--- src/rtl/delay_ctrl_multi_if.sv ---
// Avalon-MM-style slave bus carrying register access to the delay channels.
interface delay_ctrl_multi_if #(
  parameter int unsigned ADDR_WIDTH = 4
);
  logic                  chipselect;
  logic                  write;
  logic                  read;
  logic [ADDR_WIDTH-1:0] address;
  logic [7:0]            writedata;
  logic [7:0]            readdata;

  modport master (
    output chipselect, write, read, address, writedata,
    input  readdata
  );

  modport slave (
    input  chipselect, write, read, address, writedata,
    output readdata
  );
endinterface

--- src/rtl/delay_ctrl_multi.sv ---
// Multi-channel saturating delay controller. Each channel is stepped by
// faster/slower strobes with press-and-hold auto-repeat, or written and read
// over the slave bus.
module delay_ctrl_multi #(
  parameter int unsigned CHANNELS      = 4,
  parameter int unsigned WIDTH         = 4,
  parameter int unsigned MIN_DELAY     = 1,
  parameter int unsigned MAX_DELAY     = 15,
  parameter int unsigned RESET_DELAY   = 8,
  parameter int unsigned REPEAT_CYCLES = 4,
  parameter int unsigned ADDR_WIDTH    = 4
) (
  input  logic                      clk,
  input  logic                      reset,
  input  logic [CHANNELS-1:0]       faster,
  input  logic [CHANNELS-1:0]       slower,
  output logic [CHANNELS*WIDTH-1:0] delay,
  delay_ctrl_multi_if.slave         bus
);

  localparam int unsigned CntW = (REPEAT_CYCLES > 1) ? $clog2(REPEAT_CYCLES) : 1;
  localparam logic [CntW-1:0]  CntReload = CntW'(REPEAT_CYCLES - 1);
  localparam logic [WIDTH-1:0] MinVal    = WIDTH'(MIN_DELAY);
  localparam logic [WIDTH-1:0] MaxVal    = WIDTH'(MAX_DELAY);
  localparam logic [WIDTH-1:0] RstVal    = WIDTH'(RESET_DELAY);

  typedef enum logic [1:0] {StIdle, StHeldF, StHeldS} state_e;

  state_e           state_q [CHANNELS];
  logic [CntW-1:0]  cnt_q   [CHANNELS];
  logic [WIDTH-1:0] delay_q [CHANNELS];
  logic [7:0]       readdata_q;

  logic [WIDTH-1:0] step_dn [CHANNELS];
  logic [WIDTH-1:0] step_up [CHANNELS];
  logic [CHANNELS-1:0] wr_hit;
  logic [WIDTH-1:0] wr_val;
  logic [7:0]       rd_val;

  // Saturating neighbours of each channel value.
  always_comb begin
    for (int i = 0; i < int'(CHANNELS); i++) begin
      step_dn[i] = (delay_q[i] == MinVal) ? delay_q[i] : delay_q[i] - WIDTH'(1);
      step_up[i] = (delay_q[i] == MaxVal) ? delay_q[i] : delay_q[i] + WIDTH'(1);
    end
  end

  // Address decode and write clamping; out-of-range addresses hit nothing.
  always_comb begin
    rd_val = '0;
    for (int i = 0; i < int'(CHANNELS); i++) begin
      wr_hit[i] = bus.chipselect & bus.write & (bus.address == ADDR_WIDTH'(i));
      if (bus.address == ADDR_WIDTH'(i)) rd_val = 8'(delay_q[i]);
    end
    if (bus.writedata < 8'(MIN_DELAY))      wr_val = MinVal;
    else if (bus.writedata > 8'(MAX_DELAY)) wr_val = MaxVal;
    else                                    wr_val = bus.writedata[WIDTH-1:0];
  end

  // Per-channel press FSM, repeat counter, delay value and read register.
  always_ff @(posedge clk) begin
    if (reset) begin
      for (int i = 0; i < int'(CHANNELS); i++) begin
        state_q[i] <= StIdle;
        cnt_q[i]   <= '0;
        delay_q[i] <= RstVal;
      end
      readdata_q <= '0;
    end else begin
      if (bus.chipselect && bus.read) readdata_q <= rd_val;
      for (int i = 0; i < int'(CHANNELS); i++) begin
        if (wr_hit[i]) begin
          // Write wins the value and restarts the repeat interval, but the
          // press tracking still advances so a held button is not re-stepped.
          delay_q[i] <= wr_val;
          cnt_q[i]   <= CntReload;
          if (faster[i] && slower[i]) state_q[i] <= StIdle;
          else if (faster[i]) state_q[i] <= (state_q[i] == StHeldS) ? StIdle : StHeldF;
          else if (slower[i]) state_q[i] <= (state_q[i] == StHeldF) ? StIdle : StHeldS;
          else                state_q[i] <= StIdle;
        end else if (faster[i] && slower[i]) begin
          state_q[i] <= StIdle;
        end else begin
          case (state_q[i])
            StIdle: begin
              if (faster[i]) begin
                delay_q[i] <= step_dn[i];
                cnt_q[i]   <= CntReload;
                state_q[i] <= StHeldF;
              end else if (slower[i]) begin
                delay_q[i] <= step_up[i];
                cnt_q[i]   <= CntReload;
                state_q[i] <= StHeldS;
              end
            end
            StHeldF: begin
              if (!faster[i]) begin
                state_q[i] <= StIdle;
              end else if (cnt_q[i] == '0) begin
                delay_q[i] <= step_dn[i];
                cnt_q[i]   <= CntReload;
              end else begin
                cnt_q[i] <= cnt_q[i] - CntW'(1);
              end
            end
            StHeldS: begin
              if (!slower[i]) begin
                state_q[i] <= StIdle;
              end else if (cnt_q[i] == '0) begin
                delay_q[i] <= step_up[i];
                cnt_q[i]   <= CntReload;
              end else begin
                cnt_q[i] <= cnt_q[i] - CntW'(1);
              end
            end
            default: state_q[i] <= StIdle;
          endcase
        end
      end
    end
  end

  // Flatten channel values onto the output bus.
  always_comb begin
    for (int i = 0; i < int'(CHANNELS); i++) begin
      delay[i*WIDTH +: WIDTH] = delay_q[i];
    end
  end

  assign bus.readdata = readdata_q;

endmodule

--- src/flat_wrapper.sv ---
// flat-port wrapper written by rule: the top's interface ports become plain ports
module delay_ctrl_multi_flat 
#(
  parameter int unsigned CHANNELS      = 4,
  parameter int unsigned WIDTH         = 4,
  parameter int unsigned MIN_DELAY     = 1,
  parameter int unsigned MAX_DELAY     = 15,
  parameter int unsigned RESET_DELAY   = 8,
  parameter int unsigned REPEAT_CYCLES = 4,
  parameter int unsigned ADDR_WIDTH    = 4
)
  (clk, reset, faster, slower, delay, bus_chipselect, bus_write, bus_read, bus_address, bus_writedata, bus_readdata);
  delay_ctrl_multi_if #(.ADDR_WIDTH(ADDR_WIDTH)) bus_i ();
  input  logic clk;
  input  logic reset;
  input  logic [CHANNELS-1:0] faster;
  input  logic [CHANNELS-1:0] slower;
  output logic [CHANNELS*WIDTH-1:0] delay;
  input wire logic [$bits(bus_i.chipselect)-1:0] bus_chipselect;
  input wire logic [$bits(bus_i.write)-1:0] bus_write;
  input wire logic [$bits(bus_i.read)-1:0] bus_read;
  input wire logic [$bits(bus_i.address)-1:0] bus_address;
  input wire logic [$bits(bus_i.writedata)-1:0] bus_writedata;
  output wire logic [$bits(bus_i.readdata)-1:0] bus_readdata;
  assign bus_i.chipselect = bus_chipselect;
  assign bus_i.write = bus_write;
  assign bus_i.read = bus_read;
  assign bus_i.address = bus_address;
  assign bus_i.writedata = bus_writedata;
  assign bus_readdata = bus_i.readdata;
  delay_ctrl_multi #(.CHANNELS(CHANNELS), .WIDTH(WIDTH), .MIN_DELAY(MIN_DELAY), .MAX_DELAY(MAX_DELAY), .RESET_DELAY(RESET_DELAY), .REPEAT_CYCLES(REPEAT_CYCLES), .ADDR_WIDTH(ADDR_WIDTH)) u_core (.clk(clk), .reset(reset), .faster(faster), .slower(slower), .delay(delay), .bus(bus_i));
endmodule
--- config.mk ---
export PLATFORM = sky130hd
export DESIGN_NAME = delay_ctrl_multi_flat
export DESIGN_NICKNAME = d
export VERILOG_FILES = /design/src/rtl/delay_ctrl_multi_if.sv /design/src/rtl/delay_ctrl_multi.sv /design/src/flat_wrapper.sv
export SDC_FILE = /design/constraint.sdc
export NUM_CORES = 1
export LEC_CHECK = 0
export CORE_MARGIN = 1.5
export CORE_UTILIZATION = 55
export CTS_CLUSTER_DIAMETER = 100
export CTS_CLUSTER_SIZE = 40
export DETAILED_ROUTE_END_ITERATION = 16
export HOLD_SLACK_MARGIN = 0.03
export MAX_ROUTING_LAYER = met4
export PLACE_DENSITY = 0.76
export SLEW_MARGIN = 25
export SYNTH_ARGS = -nofsm -noshare
export SYNTH_HDL_FRONTEND = slang
export SYNTH_SLANG_ARGS = --single-unit
--- constraint.sdc ---
create_clock -name clk -period 4 [get_ports clk]
set_input_delay 0.6 -clock clk [delete_from_list [all_inputs] [get_ports clk]]
set_output_delay 0.6 -clock clk [all_outputs]
set_load 0.1 [all_outputs]
==> metrics, run 1 <==
final setup fails 0; ANT cells 0; Compound-Gate Fraction of Synth Area 22.0%; WL final 8500 um; mux contribution to synthesized area 5.14%; Peak supply drop 0.263 mV; CTS tree built; share of cells above drive strength 1 7.67%; Hold Slack 0.553 ns; critical path class reg -> out; Port Buffer Count 44; DRC viols 0; synthesized instance count 413; Synth async-reset ratio 0%; H-tree levels 2; CTS root buffer clkbuf_8; # Max-Cap Violations 0; DP HPWL 6320 um; internal power 0.000973 W; flops & latches, synth 36; pwr dens 381 nW/um2; CP cell instances clkdlybuf4s50_1; die area 6910 um2; Max Freq 372 MHz; largest area contributor in the netlist edfxtp_1; CP Capture Type output port; cell at the slowest stage of the critical path clkdlybuf4s50_1; status finished, final reports clean; total number of vias 3,254; RePlAce Congestion 0.911; Worst Setup Start Kind flip-flop; Post-Syn Area 3530 um2; area of the core 6280 um2; largest net degree at the start of global routing 19; Synth Area in Simple Gates 27.0%; Die Wd 83.1 um; drt first-iter violations 308; Clk network pwr share 29.1%; All-Layer GR Usage 25.8%; Avg Inst Size Synth 8.55 um2; Fin. Hold Viols 0; routed len/inst 16.3 um; Synth Area in XOR/XNOR 2.98%; Seq pwr share 34.5%; Fill cells 514; synth top area cells edfxtp_1 (27%), ha_1 (5.7%), a21oi_1 (4.3%); Worst-path clk slew 0.08 ns; Top FF cell, synth edfxtp_1; total CTS buffers 5; # IOs 49; Setup Fix Bufs, Post-CTS 0; TNS Setup 0 ns; Initial Utilization 56.2%; min-delay worst type reg -> reg; area delta synth->final 15.6%; drt pass-1 iters 5; CP delay by family, top buffers and inverters; synth cell count leaders nand2_1 (39), edfxtp_1 (32), a21oi_1 (30), nor2_1 (29), inv_1 (25); reg2reg path depth 6; Net Sw Frac 37.4%; cts hold-fix bufs 0; Post-CTS Resized 0; largest stage delay on the critical path 1.21 ns; data required time of the worst path 3.40 ns; final max-slew violation count 0; worst-margin pin slew 0.976 ns; area share of fa/ha/maj cells after synthesis 5.67%; Worst path depth 1; top cell type's share of synthesized area 27.2%; largest family of logic cells by synthesized area simple AND/OR/NAND/NOR gates; Pleak 1.49 nW; crit share post-route 67.3%; clock buffer depth 2; Psw 0.000582 W; critical path arrival 2.09 ns; initial antenna violation count 0; total gr overflow 0; global-route wire length before repair 14,300 um; worst skew pair latency 0.30 ns; Placement Rows 29; Logic pwr share 36.4%; post-route minimum period 2.69 ns; Warnings, synthesis 0; final-stage net count 483; max_slew headroom 34.7%; EDFF count, synth 32; RSZ-0062 raised after global routing no; Hold Path Stages 2; count leader, synth nand2_1; vias in the first global route 2,981; worst-path fanout max 10; library cells used by synthesis 69; Buf/Inv on CP 1; Seq/Total Area, Yosys 29.5%; Die Y 83.1 um; CTS Sinks 36; Worst Skew 0.00968 ns; Final ANT Viol Nets 0; vias per std cell 6.26
layout make-up:
cell class	instances	area, um2	area share, %
timing repair buffer	46	455	11.2
multi-input combinational	328	2230	54.8
clock buffer	5	68.8	1.69
clock inverter	3	90.1	2.21
sequential	36	1040	25.5
tap	77	96.3	2.36
inverter	25	93.8	2.30
worst register-to-register path, delay by kind of cell (launching register included):
kind	cells	cell delay [ns]
fa+ha+maj	1	0.31
flops	1	0.55
simple gates	2	0.47
compound gates	3	0.48
path summary, 6_finish.rpt:
path                     startpoint                     end  slack, ns
max            u_core.delay_q[0][3]                delay[3]       1.31
min          u_core.bus.readdata[3]  u_core.bus.readdata[3]       0.55
max reg2reg    u_core.delay_q[0][4]    u_core.delay_q[0][7]       1.95
min reg2reg  u_core.bus.readdata[3]  u_core.bus.readdata[3]       0.55
flip-flops by register name (all words and copies together), names as in the netlist:
name	cells
u_core.bus.readdata	4
u_core.cnt_q	8
u_core.delay_q	16
u_core.state_q	8
per-layer routing:
layer / global-route usage, % / up-vias / wire length (um)
li1: - / 1576 / -
met1: 34.6 / 1525 / 3720
met2: 42.4 / 143 / 4180
met3: 2.98 / 10 / 527
met4: 5.61 / 0 / 65
met5: - / - / 0
metrics by stage:
| step | setup slack [ns] | util (%) | total power [W] | cell area, um2 | std cells |
|---|---|---|---|---|---|
| final | 1.31 | 65.0 | 0.00156 | 4080 | 520 |
| after global routing | 1.25 | 65.0 | 0.00163 | 4080 | 520 |
| after CTS | 1.32 | 65.0 | 0.00155 | 4080 | 520 |
| after detailed placement | 1.17 | 62.4 | 0.00110 | 3920 | 512 |
| after global placement | 1.22 | 62.4 | 0.00109 | 3920 | 512 |
| after floorplan | 1.58 | - | 0.000972 | 3540 | 416 |
placed cells by master (no fill, tap or decap), types with 9 or more instances in the layout:
cell,Yosys,final
o21ai_0,23,23
nor2_1,29,29
edfxtp_1,32,32
clkdlybuf4s50_1,0,44
a21oi_1,30,30
nand3_1,16,16
nand2b_1,20,20
inv_1,25,25
nor3_1,11,11
nor2b_1,9,9
nand2_1,39,39
ha_1,16,16
power groups by stage:
stage	Clock, W	Sequential, W	Combinational [W]
after floorplan	0	0.000637	0.000335
after global placement	0	0.000542	0.000549
after detailed placement	0	0.000544	0.000558
after CTS	0.000454	0.000536	0.000562
after global routing	0.000472	0.000546	0.000612
final	0.000453	0.000537	0.000566
cell families after synthesis:
logic type                 Yosys count
DFF                                 36
muxes                               13
and+or+nand+nor                    167
other                                1
buffers and inverters               52
xor gates and xnor gates            12
adders and majority gates           16
AOI/OAI and AO/OA                  116
Power figures use the tool's default switching activity.
==> run 2: changes to the inputs <==
- CORE_UTILIZATION: 55 -> 51
- PLACE_DENSITY: 0.76 -> 0.74
- clock period: 4 -> 2.3 ns (I/O delays scaled with it)
==> run 2 against run 1 <==
Effect of this change:
- first-iteration DRC count shrank 39%
- via count grew 1.9%
- clock-buffer cell count unchanged
==> metrics, run 2 (synthesized netlist as in run 1, its figures left out) <==
CP cell instances ha_1, nor2b_1, a41oi_1, o22ai_1, a2bb2oi_1, or3_1; data required time of the worst path 2.35 ns; Worst-path clk slew 0.08 ns; DRC viols 0; Seq pwr share 38.4%; Fill cells 605; Largest Register u_core.delay_q; CTS Sinks 36; Placement Rows 30; drt first-iter violations 189; pwr dens 574 nW/um2; Die Y 86.2 um; CP Capture Type flip-flop; clock buffer depth 2; DP Cell Count 543; internal power 0.00138 W; Die Wd 86.2 um; RePlAce Congestion 0.860; worst-path fanout max 9; Clk network pwr share 19.0%; Worst Skew 0.00859 ns; Largest register FFs 16; R2R Path End u_core.delay_q[0][7]; vias per std cell 6.02; largest net degree at the start of global routing 16; routed len/inst 15.3 um; commonest non-fill, non-tap cell in the layout buf_4; Layout Cells excl Fill 551; r2r setup slk 0.26 ns; biggest regs u_core.delay_q x16, u_core.cnt_q x8, u_core.state_q x8; Net Sw Frac 42.2%; total number of vias 3,316; reg2reg path depth 6; Initial Utilization 52.2%; Hold EP u_core.bus.readdata[1]; post-route minimum period 2.04 ns; worst r2r src u_core.delay_q[0][4]; CTS root buffer clkbuf_8; Max Freq 489 MHz; largest stage delay on the critical path 0.55 ns; All-Layer GR Usage 24.1%; total CTS buffers 5; Psw 0.00101 W; Hold Path Stages 2; Logic pwr share 42.6%; area delta synth->final 18.2%; WL final 8410 um; commonest non-fill, non-tap cells in the layout buf_4 (50), nand2_1 (39), edfxtp_1 (32); area of the core 6760 um2; final max-slew violation count 0; Port Buffer Count 44; # Max-Cap Violations 0; cts hold-fix bufs 0; Worst Setup Start Kind flip-flop; Final ANT Viol Nets 0; share of cells above drive strength 1 17.4%; final-stage net count 511; crit share post-route 88.9%; RSZ-0062 raised after global routing no; total gr overflow 0; DP HPWL 6560 um; Setup Fix Bufs, Post-CTS 0; Post-CTS Resized 0; cell at the slowest stage of the critical path edfxtp_1; min-delay worst type reg -> reg; worst skew pair latency 0.29 ns; min-delay src u_core.bus.readdata[1]; Pleak 1.62 nW; drt pass-1 iters 5; final worst slack 0.256 ns; Peak supply drop 0.265 mV; post-place setup slack 0.0177 ns; register area 1040 um2; status finished, final reports clean; initial antenna violation count 0; H-tree levels 2; CTS tree built; ANT cells 0; die area 7430 um2; vias in the first global route 2,946; final setup fails 0; critical path arrival 2.09 ns; # IOs 49; Fin. Hold Viols 0; critical path class reg -> reg; global-route wire length before repair 13,800 um; area of the multi-input gates 2230 um2
[run 2: power groups by stage]
stage | logic, W | clock network, W | registers, W
finish | 0.00102 | 0.000456 | 0.000918
floorplan | 0.000582 | 0 | 0.00111
CTS | 0.00102 | 0.000464 | 0.000917
global route | 0.00110 | 0.000493 | 0.000934
detailed placement | 0.00101 | 0 | 0.000933
global placement | 0.000996 | 0 | 0.000928
[run 2: routing by layer]
| metal | routed length (um) | part of all wire, % | track usage (%) |
|---|---|---|---|
| met5 | 0 | 0 | - |
| met4 | 108 | 1.3 | 5.87 |
| met3 | 469 | 5.6 | 2.95 |
| met2 | 3970 | 47 | 39.1 |
| met1 | 3860 | 46 | 32.3 |
[run 2: worst max path at each step]
stage,cells past startpoint,from,end
finish,6,u_core.delay_q[0][4],u_core.delay_q[0][7]
global route,7,u_core.cnt_q[1][0],u_core.delay_q[0][4]
CTS,6,u_core.delay_q[0][4],u_core.delay_q[0][7]
detailed placement,6,bus_writedata[6],u_core.delay_q[0][14]
global placement,6,bus_address[2],u_core.delay_q[0][13]
floorplan,6,u_core.delay_q[0][4],u_core.delay_q[0][7]
[run 2: area by class of cell]
type / instances / share of cell area, %
Clock inverter: 3 / 0.450
Inverter: 25 / 2.25
Multi-Input combinational cell: 328 / 53.5
Sequential cell: 36 / 25.0
Tap cell: 80 / 2.40
Clock buffer: 5 / 1.65
Timing Repair Buffer: 74 / 14.8
[run 2: critical path: cells and delay by family (launching register included)]
family          cells  cell delay (ns)
simple gates        2             0.47
flops               1             0.55
compound gates      3             0.47
fa+ha+maj           1             0.31
[run 2: stage by stage]
step	utilization, %	hold slack [ns]	setup TNS, ns	instance area, um2	power, W
2_1_floorplan	-	0.542	-0.213	3540	0.00169
3_3_place_gp	60.4	0.513	0	4080	0.00192
3_5_place_dp	60.4	0.529	0	4080	0.00194
4_1_cts	61.7	0.547	0	4170	0.00240
5_1_grt	61.7	0.602	0	4170	0.00253
6_report	61.7	0.549	0	4170	0.00239
